==> src/rtl/mult_div.sv <==
// mult_div: iterative signed/unsigned multiply-divide unit producing the HI/LO pair
// Ports: clk, reset (sync, active-high); start/op/a/b request an operation (op 00 MULT,
// 01 MULTU, 10 DIV, 11 DIVU); hi/lo hold the result; busy while running; done and
// div_zero pulse for one cycle when a result (or a zero-divisor abort) is ready.
module mult_div #(
    parameter int WIDTH = 32
) (
    input  logic             clk,
    input  logic             reset,
    input  logic             start,
    input  logic [1:0]       op,
    input  logic [WIDTH-1:0] a,
    input  logic [WIDTH-1:0] b,
    output logic [WIDTH-1:0] hi,
    output logic [WIDTH-1:0] lo,
    output logic             busy,
    output logic             done,
    output logic             div_zero
);
    typedef enum logic [1:0] {IDLE, CALC, FIX} state_t;
    localparam int CW = $clog2(WIDTH + 1);
    state_t state, state_nx;
    logic [CW-1:0] cnt;
    logic is_div, q_neg, r_neg, zf;
    logic [2*WIDTH-1:0] acc;
    logic [WIDTH-1:0] rem, m, a_mag, b_mag;
    logic [WIDTH:0] sum, shl;
    logic sgn, ge;
    assign sgn = ~op[0];
    assign a_mag = (sgn && a[WIDTH-1]) ? -a : a;
    assign b_mag = (sgn && b[WIDTH-1]) ? -b : b;
    // multiply: add multiplicand into the upper half when the next multiplier bit is set
    assign sum = {1'b0, acc[2*WIDTH-1:WIDTH]} + (acc[0] ? {1'b0, m} : '0);
    // divide: partial remainder shifted left with the next dividend bit, MSB first
    assign shl = {rem, acc[WIDTH-1]};
    assign ge = shl >= {1'b0, m};
    assign busy = state != IDLE;
    always_comb begin
        state_nx = state;
        case (state)
            IDLE:    state_nx = start ? ((op[1] && b == '0) ? FIX : CALC) : IDLE;
            CALC:    state_nx = (cnt == CW'(1)) ? FIX : CALC;
            default: state_nx = IDLE;
        endcase
    end
    always_ff @(posedge clk) begin
        if (reset) state <= IDLE;
        else       state <= state_nx;
    end
    always_ff @(posedge clk) begin
        if (reset) begin
            hi       <= '0;
            lo       <= '0;
            done     <= 1'b0;
            div_zero <= 1'b0;
        end else begin
            done     <= 1'b0;
            div_zero <= 1'b0;
            case (state)
                IDLE: if (start) begin
                    is_div <= op[1];
                    zf     <= op[1] && b == '0;
                    q_neg  <= sgn && (a[WIDTH-1] ^ b[WIDTH-1]);
                    r_neg  <= sgn && a[WIDTH-1];
                    m      <= op[1] ? b_mag : a_mag;
                    acc    <= {{WIDTH{1'b0}}, op[1] ? a_mag : b_mag};
                    rem    <= '0;
                    cnt    <= CW'(WIDTH);
                end
                CALC: begin
                    cnt <= cnt - CW'(1);
                    if (is_div) begin
                        rem              <= ge ? WIDTH'(shl - {1'b0, m}) : shl[WIDTH-1:0];
                        acc[WIDTH-1:0]   <= {acc[WIDTH-2:0], ge};
                    end else begin
                        acc <= {sum, acc[WIDTH-1:1]};
                    end
                end
                FIX: begin
                    done     <= 1'b1;
                    div_zero <= zf;
                    if (!zf && is_div) begin
                        lo <= q_neg ? -acc[WIDTH-1:0] : acc[WIDTH-1:0];
                        hi <= r_neg ? -rem : rem;
                    end else if (!zf) begin
                        {hi, lo} <= q_neg ? -acc : acc;
                    end
                end
                default: ;
            endcase
        end
    end
endmodule
==> config.mk <==
export PLATFORM = sky130hd
export DESIGN_NAME = mult_div
export DESIGN_NICKNAME = d
export VERILOG_FILES = /design/src/rtl/mult_div.sv
export SDC_FILE = /design/constraint.sdc
export NUM_CORES = 1
export LEC_CHECK = 0
export BUFFER_PORTS_ARGS = -buffer_cell sky130_fd_sc_hd__buf_2
export CAP_MARGIN = 10
export CORE_MARGIN = 2
export CORE_UTILIZATION = 66
export DETAILED_ROUTE_END_ITERATION = 8
export GPL_TIMING_DRIVEN = 0
export PLACE_DENSITY = 0.9
export SLEW_MARGIN = 20
export SYNTH_ARGS = -nofsm -noshare
export SYNTH_HDL_FRONTEND = slang
export SYNTH_SLANG_ARGS = --single-unit
==> constraint.sdc <==
create_clock -name clk -period 8.3 [get_ports clk]
set_clock_uncertainty 0.05 [all_clocks]
set_input_delay 0.83 -clock clk [delete_from_list [all_inputs] [get_ports clk]]
set_output_delay 0.83 -clock clk [all_outputs]
set_load 0.02 [all_outputs]
==> flow_metrics.py <==
metrics = {
    "run": {
        "max_cap_viol_count": 0,
    },
    "power_and_ir_drop": {
        "p_int_mw": 2.149,
        "power_frac_seq": 0.394,
        "power.density_nw_per_um2": 182.8,
        "p_sw_frac": 0.3213,
        "peakVddDrop_mv": 0.1383,
        "pwr-share-clk": 0.367,
        "p_leak_nw": 6.913,
        "p_comb_frac": 0.239,
        "power_switching_mw": 1.017,
    },
    "clocking": {
        "cts_sinks": 206,
        "cts_tree": "done",
        "hold_buffers": 0,
        "clkSlewWorstSetupHoldPaths_ps": 70,
        "cts_resized": 0,
        "clk_latency_ps": 540,
        "numCtsBuffers": 24,
        "post_cts_buffers": 0,
        "clockBufferDepth": 3,
        "clock-root-buffer": "clkbuf_16",
        "cts_htree_levels": 1,
    },
    "global_routing": {
        "grt_util_met1": 0.5905,
        "grt_max_degree": 33,
        "grt_pass1_vias": 14480,
        "grt_usage": 0.4420,
        "antenna_found_initial": 2,
        "grt_pass1_wl_mm": 82.13,
        "grt-busiest-layer": "met2",
        "grt_overflow_total": 0,
        "grt_util_met2": 0.6532,
        "met3_usage": 0.1177,
    },
    "timing": {
        "setup_violations": 0,
        "hold_violations": 0,
        "fmax_ghz": 0.2117,
        "rsz0062_at_grt": "no",
        "max-slew-margin-rel": 0.1748,
        "worst_pin_slew_ps": 1227,
        "maxSlewViolCount": 0,
        "hold_ws_ps": 401.1,
        "min_period_ps": 4723,
        "setup_tns_ps": 0,
        "period_share": 0.5690,
    },
    "synthesis": {
        "synthCells": 1776,
        "synthXorXnorAreaFrac": 0.1117,
        "synth_nets": 1917,
        "synth_cell_type_count": 69,
        "synth_adder_area_share": 0.05989,
        "synthArstFlopShare": 0,
        "synth-edff-count": 138,
        "avgSynthCellArea_sq_um": 8.610,
        "yosys.area_share.simple": 0.1783,
        "synthMuxAreaShare": 0.03756,
        "synth_compound_area_frac": 0.2137,
        "ys_seq_elements": 206,
        "synth_area_sq_um": 15290,
        "yosysSeqAreaShare": 0.3600,
        "synth_top_family_by_area": "compound AO/OA/AOI/OAI gates",
        "yosysWarnings": 0,
        "ys.flop_type": "edfxtp_1",
    },
    "floorplan": {
        "die_h_microns": 156.2,
        "die_w_microns": 156.2,
        "dieArea_sq_um": 24400,
        "design.portCount": 136,
        "num_rows": 55,
        "initial_core_util": 0.6734,
        "coreArea_sq_um": 22710,
    },
    "route": {
        "drt_iter0_drc": 2382,
        "routed_via_density": 6.902,
        "via_count": 15520,
        "wl_per_cell_microns": 24.46,
        "ant_nets": 0,
        "drc": 0,
        "drt-total-wl_mm": 54.99,
        "dr.pass1.iters": 6,
    },
    "setup_path": {
        "path_cells": "inv_1 -> clkbuf_1 -> nor2_1 -> ha_1 -> a2111oi_0 -> o21ai_0 -> and2_1 -> a221o_1 -> a22oi_1 -> o31ai_1 -> a21boi_0 -> o211a_1 -> nor3_1",
        "crit_path_max_incr_delay_ps": 590,
        "crit_path_end_kind": "flip-flop",
        "critPathMaxFanout": 10,
        "worstSetupPathType": "flip-flop to flip-flop",
        "worstPathArrival_ps": 4930,
        "critPathRequiredTime_ps": 8510,
        "cp-start-kind": "flip-flop",
        "cp_slowest_cell": "edfxtp_1",
    },
    "placement": {
        "place.gp.congestion": 1.031,
        "hpwl_mm": 41.79,
        "numPortBuffers": 134,
    },
    "hold_path": {
        "hold_class": "flip-flop to flip-flop",
    },
    "cells_and_area": {
        "final_common_cell": "nor2_1",
        "nNetsFinal": 2085,
        "n_fill_cell": 1653,
        "drive_gt1_frac": 0.1081,
        "final_cell_mix": "nor2_1 (199), nand2_1 (174), a21oi_1 (143)",
        "area_delta_synth_final_pct": 13.26,
        "multi_input_area_sq_um": 9221,
        "regArea_sq_um": 5505,
    },
    "run_status": {
        "status": "complete, no violations",
    },
}
cells in the mapped netlist (13+ instances only):
master | number | share of area
xnor2_1 | 90 | 0.052
nand2b_1 | 20 | 0.0082
ha_1 | 70 | 0.057
nand2_1 | 174 | 0.043
or4_1 | 15 | 0.0074
o31ai_1 | 41 | 0.020
a21o_1 | 28 | 0.014
edfxtp_1 | 138 | 0.27
mux2i_1 | 54 | 0.035
nor2_1 | 199 | 0.049
xor2_1 | 105 | 0.060
nor3_1 | 41 | 0.013
dfxtp_1 | 68 | 0.089
a211oi_1 | 50 | 0.025
a21oi_1 | 145 | 0.047
o211ai_1 | 23 | 0.011
nor4_1 | 15 | 0.0061
or3_1 | 21 | 0.0086
o41ai_1 | 23 | 0.013
and2_1 | 13 | 0.0053
clkbuf_1 | 77 | 0.019
o21ai_0 | 105 | 0.034
inv_1 | 65 | 0.016
nand3_1 | 29 | 0.0095
power groups by stage:
| stage | Clock [mW] | Sequential, mW | Combinational, mW |
|---|---|---|---|
| finish | 1.16 | 1.25 | 0.756 |
| detailed placement | 0 | 1.26 | 0.716 |
| CTS | 1.15 | 1.24 | 0.728 |
| floorplan | 0 | 1.24 | 0.503 |
| global placement | 0 | 1.26 | 0.689 |
| global route | 1.19 | 1.25 | 0.813 |
path summary, 6_finish.rpt:
path,start,end,cells past startpoint,slack (ps)
max reg2reg,acc[0]$_DFFE_PP_,acc[60]$_SDFFCE_PN0P_,13,3580
min,lo[0]$_SDFFE_PP0P_,lo[0]$_SDFFE_PP0P_,2,400
max,acc[0]$_DFFE_PP_,acc[60]$_SDFFCE_PN0P_,13,3580
min reg2reg,lo[0]$_SDFFE_PP0P_,lo[0]$_SDFFE_PP0P_,2,400
area by class of cell:
class / instances / area share
Clock buffer: 34 / 0.04414
Inverter: 66 / 0.01430
Tap cell: 285 / 0.02059
Buffer: 88 / 0.02001
Sequential cell: 206 / 0.3178
Timing Repair Buffer: 142 / 0.04464
Multi-Input combinational cell: 1416 / 0.5324
Antenna cell: 1 / 0.0001445
Clock inverter: 10 / 0.005924
registers in the layout, indices dropped and copies added, names as in the netlist, 2 cells and up:
signal  cells
rem        32
acc        64
cnt         6
hi         32
m          32
lo         32
state       2
worst max-delay path, delay by kind of cell (launching register included):
kind	cells	cell delay (ps)
and+or+nand+nor	3	380
buffers and inverters	2	630
adders and majority gates	1	360
DFF	1	590
AOI/OAI and AO/OA	7	2410
layer usage:
layer	routed length [microns]	vias to the layer above
met4	3550	2
li1	-	6842
met1	20540	7208
met5	12	-
met3	7565	246
met2	23320	1218
logic make-up (layout without fill, tap and decap cells):
logic type,after synthesis,after routing
simple gates,586,586
compound gates,506,506
flops,206,206
xor+xnor,195,195
buf+inv,154,340
fa+ha+maj,72,72
mux,57,57
other cells,0,1
per-stage QoR:
| stage | setup WS [ps] | util | total power [mW] | instance area, sq um | instances |
|---|---|---|---|---|---|
| floorplan | 2914 | - | 1.739 | 15290 | 1776 |
| global placement | 1507 | 0.7186 | 1.951 | 16320 | 2195 |
| detailed placement | 3803 | 0.7244 | 1.978 | 16450 | 2203 |
| CTS | 3792 | 0.7626 | 3.118 | 17320 | 2247 |
| global route | 3273 | 0.7626 | 3.249 | 17320 | 2247 |
| finish | 3577 | 0.7627 | 3.166 | 17320 | 2248 |
Note: power is estimated with default switching activity, not from simulation.
